===== src/rtl/rvfi_sched_pkg.sv =====
// Shared types and constants for the RVFI check scheduler.
// Holds the sequence state encoding, order/slice widths and channel index sizing.
package rvfi_sched_pkg;

  localparam int ORDER_W      = 64;
  localparam int CHAN_SLICE_W = ORDER_W;
  // Wide enough for the largest RESET_CYCLES, RUN_CYCLES and MAX_WAIT values.
  localparam int CNT_W        = 16;

  typedef enum logic [2:0] {
    ST_IDLE,
    ST_HOLD,
    ST_RUN,
    ST_ARM,
    ST_FIRE_DONE
  } sched_state_e;

  function automatic int chan_idx_w(input int nret);
    return (nret > 1) ? $clog2(nret) : 1;
  endfunction

endpackage


===== src/rtl/rvfi_chan_prio_enc.sv =====
// Lowest-index priority encoder over the per-channel match vector.
// o_idx is 0 when no request is set.
module rvfi_chan_prio_enc
  import rvfi_sched_pkg::*;
#(
  parameter int N = 1,
  parameter int W = chan_idx_w(N)
) (
  input  logic [N-1:0] i_req,
  output logic [W-1:0] o_idx,
  output logic         o_any
);

  // Scan high to low so the lowest set request is the last write.
  always_comb begin
    o_idx = '0;
    o_any = |i_req;
    for (int i = N - 1; i >= 0; i--) begin
      if (i_req[i]) begin
        o_idx = W'(i);
      end
    end
  end

endmodule


===== src/rtl/rvfi_check_scheduler.sv =====
// Sequences one RVFI check: hold the DUT in reset, let it run, then arm and
// strobe the checker on the retirement whose order matches the latched target.
module rvfi_check_scheduler
  import rvfi_sched_pkg::*;
#(
  parameter int NRET         = 1,
  parameter int RESET_CYCLES = 1,
  parameter int RUN_CYCLES   = 10,
  parameter int MAX_WAIT     = 8
) (
  input  logic                          clock,
  input  logic                          reset,
  input  logic                          start,
  input  logic [ORDER_W-1:0]            target_order,
  input  logic [NRET-1:0]               rvfi_valid,
  input  logic [ORDER_W*NRET-1:0]       rvfi_order,
  output logic                          dut_reset,
  output logic                          check,
  output logic [chan_idx_w(NRET)-1:0]   check_chan,
  output logic                          busy,
  output logic                          done,
  output logic                          timeout
);

  localparam int CHAN_W = chan_idx_w(NRET);

  sched_state_e         r_state;
  logic [CNT_W-1:0]     r_cnt;
  logic [ORDER_W-1:0]   r_target;
  logic                 r_done;
  logic                 r_timeout;

  logic [NRET-1:0]      w_match;
  logic [CHAN_W-1:0]    w_idx;
  logic                 w_any;
  logic                 w_fire;

  genvar gi;
  generate
    for (gi = 0; gi < NRET; gi++) begin : g_match
      assign w_match[gi] = rvfi_valid[gi] &&
                           (rvfi_order[CHAN_SLICE_W*gi +: CHAN_SLICE_W] == r_target);
    end
  endgenerate

  rvfi_chan_prio_enc #(
    .N (NRET),
    .W (CHAN_W)
  ) u_prio (
    .i_req (w_match),
    .o_idx (w_idx),
    .o_any (w_any)
  );

  assign w_fire = (r_state == ST_ARM) && w_any;

  always_ff @(posedge clock) begin
    if (reset) begin
      r_state   <= ST_IDLE;
      r_cnt     <= '0;
      r_target  <= '0;
      r_done    <= 1'b0;
      r_timeout <= 1'b0;
    end else begin
      case (r_state)
        ST_IDLE: begin
          if (start) begin
            r_target  <= target_order;
            r_done    <= 1'b0;
            r_timeout <= 1'b0;
            r_cnt     <= '0;
            r_state   <= ST_HOLD;
          end
        end
        ST_HOLD: begin
          if (r_cnt == CNT_W'(RESET_CYCLES - 1)) begin
            r_cnt   <= '0;
            r_state <= (RUN_CYCLES == 0) ? ST_ARM : ST_RUN;
          end else begin
            r_cnt <= r_cnt + 1'b1;
          end
        end
        ST_RUN: begin
          if (r_cnt == CNT_W'(RUN_CYCLES - 1)) begin
            r_cnt   <= '0;
            r_state <= ST_ARM;
          end else begin
            r_cnt <= r_cnt + 1'b1;
          end
        end
        ST_ARM: begin
          // A match on the last allowed cycle wins over the timeout.
          if (w_any) begin
            r_done  <= 1'b1;
            r_cnt   <= '0;
            r_state <= ST_FIRE_DONE;
          end else if (r_cnt == CNT_W'(MAX_WAIT - 1)) begin
            r_done    <= 1'b1;
            r_timeout <= 1'b1;
            r_cnt     <= '0;
            r_state   <= ST_FIRE_DONE;
          end else begin
            r_cnt <= r_cnt + 1'b1;
          end
        end
        ST_FIRE_DONE: begin
          r_state <= ST_IDLE;
        end
        default: begin
          r_state <= ST_IDLE;
        end
      endcase
    end
  end

  assign dut_reset  = reset || (r_state == ST_HOLD);
  assign check      = w_fire && !reset;
  assign check_chan = check ? w_idx : '0;
  assign busy       = !reset && (r_state != ST_IDLE);
  assign done       = !reset && r_done;
  assign timeout    = !reset && r_timeout;

endmodule

===== config.mk =====
export PLATFORM = sky130hd
export DESIGN_NAME = rvfi_check_scheduler
export DESIGN_NICKNAME = d
export VERILOG_FILES = /design/src/rtl/rvfi_sched_pkg.sv /design/src/rtl/rvfi_chan_prio_enc.sv /design/src/rtl/rvfi_check_scheduler.sv
export SDC_FILE = /design/constraint.sdc
export NUM_CORES = 1
export LEC_CHECK = 0
export ABC_CLOCK_PERIOD_IN_PS = 2900
export BUFFER_PORTS_ARGS = -buffer_cell sky130_fd_sc_hd__buf_4
export CAP_MARGIN = 40
export CELL_PAD_IN_SITES_DETAIL_PLACEMENT = 1
export CELL_PAD_IN_SITES_GLOBAL_PLACEMENT = 1
export CORE_MARGIN = 8
export CORE_UTILIZATION = 36
export DETAILED_ROUTE_END_ITERATION = 6
export PLACE_DENSITY = 0.82
export SLEW_MARGIN = 20
export SYNTH_ARGS = -nofsm -noshare
export SYNTH_HDL_FRONTEND = slang
export SYNTH_SLANG_ARGS = --single-unit

===== constraint.sdc =====
create_clock -name clock -period 2.9 [get_ports clock]
set_input_delay 0.145 -clock clock [delete_from_list [all_inputs] [get_ports clock]]
set_output_delay 0.145 -clock clock [all_outputs]
set_load 0.01 [all_outputs]

==> results of run 1 <==
[registers in the layout (all words and copies together), names as in the netlist]
register   cells
r_cnt         16
r_done         1
r_state        3
r_target      64
r_timeout      1
[area by class of cell]
cell class              count  area share, %
clock buffers              12           4.30
clock inverters             4          0.455
inverters                   3          0.205
multi-input cells         398           41.5
flip-flops and latches     85           30.9
well taps                 143           3.25
repair buffers            140           19.3
[per-stage QoR]
| step | setup slack [ns] | utilization [%] | power, mW | hold WS, ns | instances |
|---|---|---|---|---|---|
| 3_5_place_dp | 0.0974 | 46.3 | 2.79 | 0.405 | 769 |
| 3_3_place_gp | 0.267 | 46.3 | 2.72 | 0.391 | 769 |
| 2_1_floorplan | 0.702 | - | 2.35 | 0.281 | 514 |
| 5_1_grt | 0.0876 | 48.8 | 4.04 | 0.0525 | 785 |
| 6_report | 0.225 | 48.8 | 3.81 | 0.0492 | 785 |
| 4_1_cts | 0.0871 | 48.8 | 3.84 | 0.0467 | 785 |
[kinds of logic after synthesis]
group                      after synthesis  synth area share [%]
buffers and inverters                   31                  3.06
xor gates and xnor gates                67                  14.3
adders and majority gates                3                 0.918
AOI/OAI and AO/OA                      105                  14.5
and+or+nand+nor                        222                  25.5
DFF                                     85                  41.6
other                                    1                0.0917
[layout by cell type, fill, tap and decap left out, drive strengths merged, types with 2 or more instances in the layout]
cell type / synthesis / routed
nand2: 142 / 142
buf: 3 / 140
dfxtp: 85 / 85
a21oi: 68 / 68
xor2: 64 / 64
nor4: 19 / 19
o21ai: 15 / 15
clkbuf: 25 / 12
a21o: 11 / 11
nor3b: 11 / 11
nor2: 9 / 9
nor3: 7 / 7
nand3: 6 / 6
and3: 5 / 5
nor2b: 4 / 4
nand4: 4 / 4
or2: 4 / 4
or4: 4 / 4
inv: 3 / 3
xnor2: 3 / 3
ha: 3 / 3
nand3b: 2 / 2
o22ai: 2 / 2
clkinv: 0 / 2
clkinvlp: 0 / 2
o21bai: 2 / 2
[path summary, 6_finish.rpt]
check              startpoint      endpoint
min          target_order[41]  r_target[41]
min reg2reg            r_done        r_done
max               r_target[2]         check
max reg2reg         r_cnt[10]      r_cnt[8]
[worst min-delay path: cells and delay by family]
kind                   cells  cell delay, ns
AO/OA/AOI/OAI              1            0.05
buffers and inverters      1            0.11
AND/OR/NAND/NOR            1            0.04
[where the power goes]
group / internal, mW / switching [mW] / total (mW) / leakage (nW)
Combinational: 0.505 / 0.731 / 1.24 / 1.66
Sequential: 1.36 / 0.164 / 1.53 / 0.695
Clock: 0.578 / 0.464 / 1.04 / 0.123
[metal layers]
| metal | GRT usage [%] | vias up |
|---|---|---|
| li1 | - | 1968 |
| met1 | 22.1 | 1899 |
| met2 | 32.6 | 88 |
| met3 | 3.68 | 20 |
| met4 | 8.30 | 0 |
| met5 | 0 | - |
[what timing repair did]
| item | CTS | global route |
|---|---|---|
| pin swaps | 0 | 0 |
| endpoints found under the setup margin | 1 | 1 |
| gates resized for setup | 2 | 1 |
==> flow_summary.toml, run 1 <==
[outcome]
outcome = "finished, final reports clean"

[setup_path]
crit_family = "simple AND/OR/NAND/NOR gates"
slowest_delay_ns = 0.46
cp.arrival_ns = 2.53
required_ns = 2.76
cp_max_fo = 4
worstPathBufferInverterCount = 1
end_kind = "output pin"
r2r_cells = 7
ff2ff_setup_slack_ns = 0.29
cp_cell_sequence = "xor2_1 -> nor4_1 -> nand4_1 -> nor3_2 -> nor3b_2 -> nor2b_1 -> buf_4"
worst-path-stages = 7
cp_slowest_cell = "nor4_1"
path_class = "reg -> out"
worstSetupStartpointType = "flip-flop"

[synth]
yosys.area.top_type = "dfxtp_1"
synth.avg_cell_area_um2 = 7.96
synth_flop_cell = "dfxtp_1"
synthTopCellsByArea = "dfxtp_1 42%, xor2_1 14%, nand2_1 13%"
ys_seq_area_share_pct = 41.6
ys_warn_count = 0
synth_cell_types = 43
syn_inst = 514
synthesis.nets = 649
synthTopCellsByCount = "142 x nand2_1, 85 x dfxtp_1, 68 x a21oi_1"
async_flop_share_pct = 0
yosysMostFrequentCell = "nand2_1"
yosys_register_bits = 85
syn_area_um2 = 4090
synth_edf_count = 0
netlist.area_leader.share_pct = 41.6

[cts]
clkSinkCount = 85
insertion_delay_ns = 0.34
root_buffer = "clkbuf_16"
h-tree-depth = 3
cts_buffers = 9
cts_buffer_depth = 2
path_clk_slew_ns = 0.06
cts_tree = "done"
ctsHoldBuffers = 0
post-cts-setup-buffers = 0

[drt]
drt_first_pass_iters = 4
drcViolationCount = 0
dr.first_iter.drc_count = 213
routed_wl_mm = 13.9
vias = 3975
top_layer = "met4"
wl_met1_mm = 6.10
wl_met3_um = 645
vias_per_cell = 5.06
wl_met2_mm = 6.81
post_drt_wl_per_cell_um = 17.7
antenna_left = 0

[timing]
drv_slew = 0
finalSetupViolations = 0
skew_ns = 0.00741
fin_crit_ns = 2.67
worst_slew_pin_slew_ns = 0.823
rsz0062_at_grt = "false"
tns_ns = 0
period_share_pct = 92.2
max_freq_mhz = 374
hold_viol = 0
maxSlewHeadroom_pct = 45.1

[place]
placed_area_um2 = 5220
place.gp.congestion = 0.838
port_buffers = 136
hpwl_mm = 10.5

[floorplan]
start_util_pct = 36.3
die_x_um = 123
die_area_um2 = 15000
num_rows = 39
pin_count = 138
core-area_um2 = 11300
fp.dieH_um = 123

[final_layout]
final_cell_area_um2 = 5500
final_nets = 772
multi_input_area_um2 = 2280
regArea_um2 = 1700
diodes = 0
n_fill_cell = 1388
synthToLayoutAreaGrowth_pct = 34.5
layout-drive-gt1-share_pct = 26.2

[grt]
grt_pass1_wl_mm = 22.1
grt_pass1_vias = 4369
grt.overflow.total = 0
grt_util_all_layers_pct = 18.8
grt_max_degree = 78
antenna_found_initial = 0

[worst_hold_path]
hold_path_depth = 3
hp-class = "in -> reg"

[power_and_ir_drop]
irDropWorstVdd_mv = 0.356
p_leak_nw = 2.47
power_density_nw_per_um2 = 692

[run]
drv_cap = 0
Power figures use the tool's default switching activity.
==> inputs of run 2 (changes only) <==
Settings changed: CELL_PAD_IN_SITES_DETAIL_PLACEMENT 1 to unset, CELL_PAD_IN_SITES_GLOBAL_PLACEMENT 1 to unset, CORE_UTILIZATION 36 to 50, PLACE_DENSITY 0.82 to 0.81.
==> run 2 against run 1 <==
Against the previous run: first-iteration DRC count fell by 20%; clock skew rose by 0.0052 ns; core utilization increased by 18 points; die area fell by 25%; critical path depth did not move; wire length is 16% lower; via count shrank 1.4%; clock power is 13% lower; sequential power about the same.
==> flow_summary.toml, run 2 (synthesis results as in run 1) <==
[outcome]
outcome = "finished, final reports clean"

[setup_path]
cp_cell_sequence = "xor2_1 -> nor4_1 -> nand4_1 -> nor3_2 -> nor3b_2 -> nor2b_1 -> buf_4"
worst-path-stages = 7
crit_family = "simple AND/OR/NAND/NOR gates"
path_class = "reg -> out"
r2r_cells = 7
cp_slowest_cell = "nor4_1"
worstSetupStartpointType = "flip-flop"
cp_max_fo = 4
required_ns = 2.76
slowest_delay_ns = 0.53
cp.arrival_ns = 2.54
worstPathBufferInverterCount = 1
end_kind = "output pin"

[drt]
top_layer = "met4"
dr.first_iter.drc_count = 171
vias = 3921
post_drt_wl_per_cell_um = 15.7
vias_per_cell = 5.26
drt_first_pass_iters = 4
wl_met2_mm = 5.61
wl_met1_mm = 4.94
antenna_left = 0
wl_met3_um = 875
drcViolationCount = 0
routed_wl_mm = 11.7

[worst_hold_path]
hp-class = "in -> reg"
hold_path_depth = 3

[place]
hpwl_mm = 8.86
place.gp.congestion = 0.838
place_ws_ns = 0.243
port_buffers = 136

[grt]
grt_pass1_wl_mm = 19.0
grt_max_degree = 78
grt_util_all_layers_pct = 20.8
antenna_found_initial = 0
grt_pass1_vias = 3893
grt.overflow.total = 0

[final_layout]
diodes = 0
multi_input_area_um2 = 2280
synthToLayoutAreaGrowth_pct = 31.8
final_nets = 771
final_cell_mix = "141 x nand2_1, 138 x buf_4, 85 x dfxtp_1, 68 x a21oi_1, 64 x xor2_1"
n_fill_cell = 687
final_common_cell = "nand2_1"
top_regs = "r_target x64, r_cnt x16, r_state x3"
top_register = "r_target"
layout-drive-gt1-share_pct = 26.2
regArea_um2 = 1700
largest_reg_flops = 64

[floorplan]
num_rows = 33
core-area_um2 = 8090
start_util_pct = 50.6
fp.dieH_um = 106
die_area_um2 = 11300
pin_count = 138
die_x_um = 106

[cts]
ctsHoldBuffers = 0
path_clk_slew_ns = 0.09
insertion_delay_ns = 0.35
root_buffer = "clkbuf_8"
post-cts-setup-buffers = 0
cts_buffers = 9
cts_buffer_depth = 2
clkSinkCount = 85
cts_tree = "done"
h-tree-depth = 3

[power_and_ir_drop]
p_leak_nw = 2.45
irDropWorstVdd_mv = 0.325
power_density_nw_per_um2 = 670

[timing]
worst_slew_pin_slew_ns = 0.793
fin_crit_ns = 2.68
skew_ns = 0.0126
finalSetupViolations = 0
rsz0062_at_grt = "false"
period_share_pct = 92.5
layout_setup_ws_ns = 0.216
maxSlewHeadroom_pct = 47.1
hold_viol = 0
drv_slew = 0
tns_ns = 0
max_freq_mhz = 373

[run]
drv_cap = 0
[run 2: cell types whose count changed in the layout (fill, tap and decap cells not counted)]
cell        before  now
inv_6            0    1
bufinv_16        0    2
clkinvlp_4       2    1
clkbuf_1         3    1
nor4_1          17   18
buf_4          139  138
nor4_2           1    0
clkbuf_16        9    0
clkbuf_8         0    9
[run 2: area by class of cell]
| type | count | share of cell area (%) |
|---|---|---|
| Timing Repair Buffer | 139 | 19.6 |
| Multi-Input combinational cell | 398 | 42.3 |
| Clock buffer | 10 | 2.37 |
| Tap cell | 105 | 2.44 |
| Sequential cell | 85 | 31.6 |
| Clock inverter | 6 | 1.60 |
| Inverter | 3 | 0.209 |
[run 2: where the power goes]
| part | internal, mW | switching (mW) |
|---|---|---|
| clock network | 0.486 | 0.419 |
| registers | 1.36 | 0.155 |
| logic | 0.502 | 0.686 |
[run 2: worst paths after layout]
path | endpoint | slack (ns) | startpoint
max | check | 0.22 | r_target[33]
min | r_target[41] | 0.03 | target_order[41]
max reg2reg | r_cnt[8] | 0.31 | r_target[33]
min reg2reg | r_done | 0.46 | r_done
[run 2: what timing repair did]
action | CTS | global route
endpoints found under the setup margin | 1 | 1
pin swaps | 0 | 0
resized for setup | 1 | 1
[run 2: stage by stage]
| step | utilization, % | std cells | power [mW] | hold WS [ns] | instance area (um2) |
|---|---|---|---|---|---|
| after floorplan | - | 514 | 2.35 | 0.281 | 4090 |
| after global placement | 63.9 | 730 | 2.69 | 0.393 | 5170 |
| after detailed placement | 63.9 | 730 | 2.74 | 0.401 | 5170 |
| after CTS | 66.6 | 746 | 3.65 | 0.0196 | 5390 |
| after global routing | 66.6 | 746 | 3.87 | 0.0187 | 5390 |
| final | 66.6 | 746 | 3.61 | 0.0334 | 5390 |
[run 2: tightest hold or removal path: stages]
cell	delay (ns)
buf_4	0.11
nand2_1	0.05
a21oi_1	0.05
[run 2: layer usage]
metal	GRT usage, %	up-vias
li1	-	1970
met5	0	-
met4	9.55	0
met3	4.54	18
met2	34.5	127
met1	25.1	1806
